==> src/rtl/cpu_trace_buf.sv <==
// Passive instruction-trace capture buffer for the single-cycle cpu, drained over a valid/ready port.
// Optional trigger/post-trigger capture is built when TRACE_TRIG_EN is defined.
module cpu_trace_buf #(
  parameter  int DEPTH = 16,
  localparam int AW    = $clog2(DEPTH)
) (
  input  logic          clk,
  input  logic          rst,
  input  logic          arm,
  input  logic [31:0]   pc_in,
  input  logic [31:0]   inst_in,
  input  logic [31:0]   alu_in,
  input  logic [2:0]    flags_in,
  input  logic [31:0]   trig_pc,
  input  logic [AW-1:0] post_cnt,
  input  logic          rd_ready,
  output logic          rd_valid,
  output logic [31:0]   rd_pc,
  output logic [31:0]   rd_inst,
  output logic [31:0]   rd_alu,
  output logic [2:0]    rd_flags,
  output logic [1:0]    state,
  output logic [AW:0]   count,
  output logic          overrun
);

  // state   | meaning
  // IDLE    | waiting for arm
  // CAPTURE | storing one sample per cycle until stop condition
  // POST    | storing the remaining post-trigger samples
  // DUMP    | presenting held entries oldest-first on the read port
  typedef enum logic [1:0] {S_IDLE = 2'd0, S_CAPTURE = 2'd1, S_POST = 2'd2, S_DUMP = 2'd3} state_t;

  localparam logic [AW:0] FULL = (AW+1)'(DEPTH);

  state_t        state_q, state_d;
  logic [AW-1:0] wr_ptr_q, wr_ptr_d;
  logic [AW:0]   count_q, count_d;
  logic          overrun_q, overrun_d;
  logic          we;
  logic [AW-1:0] rd_ptr;
  logic [98:0]   rd_entry;
  logic [98:0]   mem_q [DEPTH];

`ifdef TRACE_TRIG_EN
  logic [AW-1:0] post_q, post_d;
`else
  logic          unused_trig;
  assign unused_trig = ^{trig_pc, post_cnt};
`endif

  always_comb begin
    state_d   = state_q;
    wr_ptr_d  = wr_ptr_q;
    count_d   = count_q;
    overrun_d = overrun_q;
    we        = 1'b0;
`ifdef TRACE_TRIG_EN
    post_d    = post_q;
`endif
    case (state_q)
      S_IDLE: begin
        if (arm) begin
          state_d   = S_CAPTURE;
          wr_ptr_d  = '0;
          count_d   = '0;
          overrun_d = 1'b0;
        end
      end
      S_CAPTURE, S_POST: begin
        if (arm) begin
          state_d   = S_CAPTURE;
          wr_ptr_d  = '0;
          count_d   = '0;
          overrun_d = 1'b0;
        end else begin
          we       = 1'b1;
          wr_ptr_d = wr_ptr_q + 1'b1;
          if (count_q != FULL) count_d = count_q + 1'b1;
`ifdef TRACE_TRIG_EN
          // A full buffer drops its oldest entry; the read side finds it via wr_ptr - count.
          if (count_q == FULL) overrun_d = 1'b1;
          if (state_q == S_CAPTURE) begin
            if (pc_in == trig_pc) begin
              if (post_cnt == '0) begin
                state_d = S_DUMP;
              end else begin
                state_d = S_POST;
                post_d  = post_cnt;
              end
            end
          end else begin
            post_d = post_q - 1'b1;
            if (post_q == AW'(1)) state_d = S_DUMP;
          end
`else
          if (state_q == S_POST || count_q == FULL - 1'b1) state_d = S_DUMP;
`endif
        end
      end
      S_DUMP: begin
        if (count_q == '0) begin
          state_d = S_IDLE;
        end else if (rd_ready) begin
          count_d = count_q - 1'b1;
          if (count_q == (AW+1)'(1)) state_d = S_IDLE;
        end
      end
      default: state_d = S_IDLE;
    endcase
  end

  always_ff @(posedge clk or negedge rst) begin
    if (!rst) begin
      state_q   <= S_IDLE;
      wr_ptr_q  <= '0;
      count_q   <= '0;
      overrun_q <= 1'b0;
`ifdef TRACE_TRIG_EN
      post_q    <= '0;
`endif
    end else begin
      state_q   <= state_d;
      wr_ptr_q  <= wr_ptr_d;
      count_q   <= count_d;
      overrun_q <= overrun_d;
`ifdef TRACE_TRIG_EN
      post_q    <= post_d;
`endif
    end
  end

  always_ff @(posedge clk) begin
    if (we) mem_q[wr_ptr_q] <= {pc_in, inst_in, alu_in, flags_in};
  end

  // Oldest entry sits count places behind the write pointer; draining walks it forward.
  assign rd_ptr   = wr_ptr_q - count_q[AW-1:0];
  assign rd_entry = mem_q[rd_ptr];

  assign rd_valid = (state_q == S_DUMP) && (count_q != '0);
  assign rd_pc    = rd_valid ? rd_entry[98:67] : 32'd0;
  assign rd_inst  = rd_valid ? rd_entry[66:35] : 32'd0;
  assign rd_alu   = rd_valid ? rd_entry[34:3]  : 32'd0;
  assign rd_flags = rd_valid ? rd_entry[2:0]   : 3'd0;
  assign state    = state_q;
  assign count    = count_q;
  assign overrun  = overrun_q;

endmodule

==> config.mk <==
export PLATFORM = sky130hd
export DESIGN_NAME = cpu_trace_buf
export DESIGN_NICKNAME = d
export VERILOG_FILES = /design/src/rtl/cpu_trace_buf.sv
export SDC_FILE = /design/constraint.sdc
export NUM_CORES = 1
export LEC_CHECK = 0
export CAP_MARGIN = 15
export CELL_PAD_IN_SITES_DETAIL_PLACEMENT = 1
export CELL_PAD_IN_SITES_GLOBAL_PLACEMENT = 1
export CORE_MARGIN = 5
export CORE_UTILIZATION = 35
export DETAILED_ROUTE_END_ITERATION = 8
export PLACE_DENSITY_LB_ADDON = 0.05
export SLEW_MARGIN = 20
export SYNTH_ARGS = -nofsm -noshare
export SYNTH_HDL_FRONTEND = slang
export SYNTH_SLANG_ARGS = --single-unit
==> constraint.sdc <==
create_clock -name clk -period 12 [get_ports clk]
set_input_delay 1.2 -clock clk [delete_from_list [all_inputs] [get_ports clk]]
set_output_delay 1.2 -clock clk [all_outputs]
set_load 0.01 [all_outputs]
; Yosys cells after proc, flatten, opt, wreduce, memory -nomap -nowiden
; Memories as Yosys holds them, arrays and structs flattened.
; Index checks and enable logic that the tools add are counted.
[totals]
word_cells = 55
ff_bits = 11
mem_count = 1
ram_bits = 1584
out_inout_bits = 108
input_bits = 139
[op_classes]
n_reduce_logical = 10
addsub = 4
muxes = 24
n_eq_ne = 13
[mem_list]
columns = name, words, width, rd, rd_clocked_by_memory_dff, wr, line
row1 = mem_q, 16, 99, 1, 0, 1, 43  ; logic [98:0] mem_q [DEPTH];
[op_table]
columns = operator, count
row1 = $mux W32, 3
row2 = $mux W5, 5
row3 = $pmux W5 S3, 1
row4 = $mux W2, 6
row5 = $ne A3 B3 Y1 const B, 4
row6 = $mux W4, 2
row7 = $pmux W4 S2, 1
row8 = $reduce_and A4 Y1, 2
row9 = $ne A2 B2 Y1 const B, 3
row10 = $pmux W2 S3, 1
row11 = $add A5 B1 Y5 const B, 1
row12 = $eq A5 B1 Y1 const B, 1
row13 = $eq A5 B4 Y1 const B, 1
row14 = $logic_not A5 Y1, 1
row15 = $ne A5 B5 Y1 const B, 1
row16 = $reduce_bool A5 Y1, 1
row17 = $sub A5 B1 Y5 const B, 1
row18 = $add A4 B1 Y4 const B, 1
row19 = $eq A2 B2 Y1 const B, 2
row20 = $mux W1, 4
row21 = $sub A4 B4 Y4, 1
row22 = $mux W3, 1
row23 = $eq A2 B1 Y1 const B, 1
row24 = $logic_not A2 Y1, 1
row25 = other kinds (5), 5

; Logic depth before layout (Yosys ltp)
; Gate-level depths: netlist of the first run.
[depth]
ltp_word = 5
mapped_depth = 10
ltp_nobuf = 7

; Worst setup path after synthesis of the first run
; No wires, ideal clock.
[synth_timing]
path_type = input -> register
start = input arm
end = memory mem_q[4][0] (enable)
t_required_ns = 11.531
setup_ns = 0.469
path_buffers = 1
arrival_ns = 4.039
path_stages = 5
path_slack_ns = 7.492
cell_sequence = nor2b_1 clkbuf_1 nand2_1 nor2_1 and2_1
[synth_between]
elab_chain_len = 4
[synth_rtl]
columns = item, line
row1 = "start, declared", 9  ; input logic arm,
row2 = $mux W1, 71  ; if (arm) begin
row3 = $mux W1, 61  ; case (state_q)
row4 = $mux W1, 134  ; if (we) mem_q[wr_ptr_q] <= {pc_in, inst_in, alu_in, flags_in};
row5 = $mux W1 (implied by the code), 134
row6 = "end, declared", 43
; Every way passes these cells.

; Worst setup path in the final report of the first run
[layout_timing]
start = register wr_ptr_q[0]
end = output rd_alu[17]
[layout_between]
elab_chain_len = 3
[layout_rtl]
columns = item, line
row1 = "start, declared", 37  ; logic [AW-1:0] wr_ptr_q, wr_ptr_d;
row2 = "start signal, assigned", 124  ; wr_ptr_q <= wr_ptr_d;
row3 = $sub A4 B4 Y4, 138  ; assign rd_ptr = wr_ptr_q - count_q[AW-1:0];
row4 = $mem_v2 Z16 W99, --
row5 = $mux W32, 144  ; assign rd_alu = rd_valid ? rd_entry[34:3] : 32'd0;
row6 = "end, declared", 20  ; output logic [31:0] rd_alu,
; Every way passes these cells.

==> results.md, run 1 <==
- Status: finished, final reports clean
- Hold Path Class: reg -> reg
- Clk sinks: 1595
- Critical Path RT: 10.80 ns
- Post-Syn Nets: approximately 2700
- Worst Slack Setup Final: 4.67 ns
- Number of synthesized flops with an enable pin: 1584
- Netlist cell types: 43
- Seq. cell area: ~48000 sq um
- Ys flop type: edfxtp_1
- Row count: 153
- Pwr dens: 179 nW/um^2
- Die width: 427 um
- Area Overhead vs Synth: 16.9%
- Final worst path period share: 0.610
- Clock Path Buffers: 3
- Sequential area share after synthesis: 0.786
- RSZ-0062 raised after global routing: no
- Yosys top cell area share: 0.781
- Fmax: about 140 MHz
- Cts bufs inserted: around 180
- CTS tree: done
- Share of post-route cells with drive strength above 1: 0.233
- Yosys top cell by area: edfxtp_1
- WL/cell: 29.8 um
- Final Hold Vio Count: 0
- PortBufs: between 200 and 250
- DRT iter0 DRCs: between 1500 and 2000
- DP HPWL: 77000 um
- Root buffer cell: clkbuf_16
- Slew @ Worst Pin: between 1 and 1.5 ns
- Worst-Skew Late Latency: 0.80 ns
- Global-route wire length before repair: 227000 um
- Worst-path maximum fanout: 118
- Detail Route Antenna Nets: 0
- Synth warn: 0
- CTS Hold Bufs: 0
- Initial antenna violation count: 18
- Tmin final: 7.33 ns
- Core Region: 173000 sq um
- Synth area leaders: edfxtp_1 78%, mux4_2 15%, mux2i_1 3.3%, o22ai_1 1.0%, buf_2 0.62%
- Largest net degree at the start of global routing: 143
- Max-slew violation count: 0
- Resize count post-CTS: 0
- Total GRT Usage: 0.175
- Area of the multi-input gates: 12400 sq um
- Gr ovfl total: 0
- Routability congestion estimate: ~0.7
- Most frequent cell after synthesis: edfxtp_1
- Total die area: roughly 180000 sq um
- Setup violations, final: 0
- Post-synthesis sequential element count: 1595
- Routed WL: 159000 um
- Max cap viols: 0
- Critical path launch point type: register
- Drt first pass iters: 7
- Crit Path Class: reg -> out
- Place WS: 5.40 ns
- Max-slew headroom: 0.272
- CP arrival: 6.13 ns
- Setup TNS: 0 ns
- Worst setup EP type: output pin
- Synth async-reset ratio: 0.00690
- # nets final: 3008
- Post-synth top cells: 1584 x edfxtp_1, 396 x mux4_2, 201 x mux2i_1, 100 x o22ai_1, 75 x buf_2
- Die height: 427 um
- # IOs: 247
- H-tree levels: 4
- Clock Pin Slew Worst Setup and Hold Paths: 0.06 ns
- Mapped Cells: 2550
- Routed vias/inst: 5.19
- Syn Area/Cell: 23.9 sq um
- Initial Utilization: 0.351
- Filler instances: between 15000 and 20000
- Clock skew: around 0.026 ns
- Post-CTS Setup Bufs: 0
- Vias in the first global route: 31200
- Vias: roughly 28000
- VDD IR max: 0.000143 V
- Pleak: 22.1 nW
- Post-Syn Area: 60900 sq um
- Post-route DRC: 0
[path summary, 6_finish.rpt]
kind / from / end / slack (ns) / cells past startpoint
setup / recovery: wr_ptr_q[0] / rd_alu[17] / 4.67 / 10
hold reg to reg: wr_ptr_q[0] / wr_ptr_q[0] / 0.60 / 2
max in group asynchronous: rst / state[0] / 10.80 / 1
hold / removal: wr_ptr_q[0] / wr_ptr_q[0] / 0.60 / 2
setup reg to reg: state[0] / mem_q[1][23] / 7.54 / 7
min in group asynchronous: rst / wr_ptr_q[1] / 0.79 / 1
[placed cells by master, fill, tap and decap left out, drive strengths merged, types with 16 or more instances in the layout]
| cell | n |
|---|---|
| buf | 52 |
| clkbuf | 227 |
| clkdlybuf4s50 | 209 |
| clkinv | 73 |
| edfxtp | 1584 |
| ha | 16 |
| inv | 20 |
| mux2i | 201 |
| mux4 | 396 |
| o22ai | 100 |
[critical path: stages (launching register included)]
cell and delay [ns]:
dfrtp_1 0.43, inv_1 0.20, ha_4 0.16, inv_1 0.05, fa_4 1.28, buf_4 0.78, buf_12 0.65, mux4_2 0.34
mux2i_1 0.08, o22ai_1 0.52, clkdlybuf4s50_1 0.66
[cell type report]
type	instances	area share
clock buffers	227	0.0650
repair buffers	261	0.0356
clock inverters	88	0.00999
flip-flops and latches	1595	0.673
diodes	12	0.000422
inverters	12	0.000633
multi-input cells	806	0.175
well taps	2325	0.0409
[cell families after synthesis]
family                   Yosys count  synth area share
adder cells (fa/ha/maj)           17           0.00362
multiplexers                     597             0.180
buffers and inverters            149            0.0114
AND/OR/NAND/NOR                   54           0.00514
AO/OA/AOI/OAI                    132            0.0135
flip-flops                      1595             0.786
XOR/XNOR                           5          0.000719
other                              1         0.0000616
[report_power, final]
part	leakage (nW)	total [mW]	internal [mW]	switching, mW
Clock	2.60	5.03	2.84	2.19
Combinational	5.06	1.46	0.687	0.769
Sequential	14.5	6.23	6.21	0.0188
[state kept, by name, summed over array words and instances, names as in the netlist]
name / count
mem_q: 1584
wr_ptr_q: 4
count: 5
state: 2
[per-stage QoR]
stage | util | power [mW] | instances | hold WS (ns) | area [sq um]
2_1_floorplan | - | 7.41 | 2550 | 0.520 | 60900
3_3_place_gp | 0.379 | 7.82 | 4999 | 0.596 | 65800
3_5_place_dp | 0.379 | 7.85 | 4999 | 0.605 | 65800
4_1_cts | 0.410 | 12.9 | 5314 | 0.614 | 71100
5_1_grt | 0.410 | 13.3 | 5317 | 0.635 | 71100
6_report | 0.410 | 12.7 | 5326 | 0.604 | 71100
[metal layers]
layer / vias to the layer above / GRT usage / routed length, um
met3: 217 / 0.0282 / 5390
met5: - / 0 / 13
li1: 11600 / - / -
met2: 495 / 0.295 / 79800
met4: 2 / 0.0495 / 3560
met1: 15300 / 0.237 / 69800
Note: power is estimated with default switching activity, not from simulation.
==> run 2: changes to the inputs <==
==> constraint.sdc (replaced) <==
create_clock -name clk -period 6.2 [get_ports clk]
set_input_delay 0.62 -clock clk [delete_from_list [all_inputs] [get_ports clk]]
set_output_delay 0.62 -clock clk [all_outputs]
set_load 0.01 [all_outputs]
==> run 2 against run 1 <==
Compared with the run above: clock-buffer cell count shrank 5; utilization up 0.42 points; critical path depth shrank 2; flip-flop and latch count stayed put; non-clock buffer count is 18 higher; worst hold slack worse by 0.40 ns; sequential share of layout area fell by 0.68 points; sequential power grew 94%; register-to-register slack got worse by 5.1 ns; clock skew rose by 0.0010 ns; critical endpoint is now rd_alu[18]; largest power group unchanged; highest routed layer unchanged.
==> results.md, run 2 (synthesis gave the netlist of run 1 again) <==
- # nets final: 3027
- Gr busiest metal: met2
- DRT iter0 DRCs: 2132
- Worst-path maximum fanout: 39
- Initial antenna violation count: 17
- Place WS: 1.44 ns
- Clk sinks: 1595
- Vias in the first global route: 31100
- Pint: 19.2 mW
- Worst-Skew Late Latency: 0.81 ns
- Setup TNS: 0 ns
- Gr ovfl total: 0
- Routed WL: 158000 um
- Max-slew violation count: 0
- RSZ-0062 raised after global routing: no
- Global Route met3 Usage: 0.0303
- Share of post-route cells with drive strength above 1: 0.242
- CTS tree: done
- Final Hold Vio Count: 0
- CTS Hold Bufs: 0
- Clk network pwr share: 0.404
- Worst Slack Setup Final: around 0.67 ns
- Pleak: roughly 22 nW
- Area Overhead vs Synth: 18.0%
- Clock Pin Slew Worst Setup and Hold Paths: 0.06 ns
- Critical path launch point type: register
- Number of flip-flops in the largest register: 1584
- Routed vias/inst: 5.16
- Setup violations, final: 0
- Max cap viols: 0
- Most flops, register: mem_q
- Met1 usage: 0.230
- Post-route cell area: about 72000 sq um
- Max-slew headroom: 0.247
- VDD IR max: between 0.0002 and 0.0003 V
- Drt first pass iters: 5
- Post-route DRC: 0
- Crit Path Class: reg -> out
- Clock Path Buffers: 3
- Seq pwr share: 0.481
- CP arrival: between 4 and 5 ns
- Clock skew: 0.0273 ns
- Slew @ Worst Pin: around 1.1 ns
- Pwr dens: 349 nW/um^2
- Filler instances: 16000
- H-tree levels: 4
- Resize count post-CTS: 0
- Cts bufs inserted: 177
- WL/cell: 29.6 um
- Detail Route Antenna Nets: 0
- Tmin final: ~5.5 ns
- DP HPWL: 81200 um
- Post-CTS Setup Bufs: 0
- Hold Path Class: in -> async
- Routability congestion estimate: 0.688
- Switch share: 0.234
- Die height: 427 um
- Global-route met2 utilization: 0.301
- Net Sw Power: 5.87 mW
- Comb pwr share: 0.115
- Worst setup EP type: output pin
- Core Region: 173000 sq um
- Final worst path period share: 0.892
- Critical Path RT: 5.58 ns
- Die width: 427 um
- Total GRT Usage: 0.174
- Most frequent cells in the layout: 1584 x edfxtp_1, 396 x mux4_2, 209 x clkdlybuf4s50_1
- Global-route wire length before repair: 227000 um
- Most common cell after layout, fill and taps aside: edfxtp_1
- PortBufs: approximately 210
- Total die area: 182000 sq um
- Fmax: 181 MHz
- Row count: 153
- Status: finished, final reports clean
- # IOs: 247
- Placed cell areas: 66300 sq um
- Final core utilization: 0.414
- Root buffer cell: clkbuf_16
- Largest net degree at the start of global routing: 85
- Vias: between 20000 and 30000
- Initial Utilization: 0.351
-- run 2: layout make-up --
type	count	area, sq um	share of cell area
antenna	5	12.5	0.000174
clock buffer	222	4620	0.0643
clock inverter	104	965	0.0134
inverter	12	45.0	0.000627
multi-input combinational	806	12400	0.173
sequential	1595	47800	0.666
tap	2325	2910	0.0405
timing repair buffer	279	3030	0.0422
-- run 2: routing by layer --
metal / wire length (um) / vias up
li1: - / 11700
met3: 5840 / 219
met2: 81100 / 490
met4: 3200 / 8
met5: 54 / -
met1: 67900 / 15200
-- run 2: per-stage QoR --
step                hold WS, ns  power [mW]  std cells
floorplan                 0.324        14.3       2550
CTS                       0.125        25.5       5343
global route              0.182        26.1       5344
global placement          0.591        15.2       5017
finish                    0.200        25.1       5348
detailed placement        0.591        15.3       5017
-- run 2: power by group through the flow --
| stage | Combinational [mW] | Sequential [mW] | Clock [mW] |
|---|---|---|---|
| 2_1_floorplan | 2.05 | 12.3 | 0 |
| 3_3_place_gp | 2.92 | 12.3 | 0 |
| 3_5_place_dp | 2.97 | 12.3 | 0 |
| 4_1_cts | 2.98 | 12.1 | 10.5 |
| 5_1_grt | 3.12 | 12.1 | 11.0 |
| 6_report | 2.88 | 12.1 | 10.1 |
-- run 2: path summary, 6_finish.rpt --
kind,start,end,slack (ns),cells after the start
max,count[0],rd_alu[18],0.67,8
min,rst,state[0],0.20,1
max reg2reg,state[0],mem_q[7][97],2.48,7
min reg2reg,wr_ptr_q[0],wr_ptr_q[0],0.62,2
max in group asynchronous,rst,wr_ptr_q[1],5.58,1
min in group clk,wr_ptr_q[0],wr_ptr_q[0],0.62,2
-- run 2: critical path, cell delays in order, from the launching register on --
cell and delay, ns:
dfrtp_1 0.62, ha_4 0.20, inv_1 0.05, fa_4 1.16, buf_4 0.64, mux4_2 0.33, mux2i_1 0.07, o22ai_1 0.33
clkdlybuf4s50_1 0.64
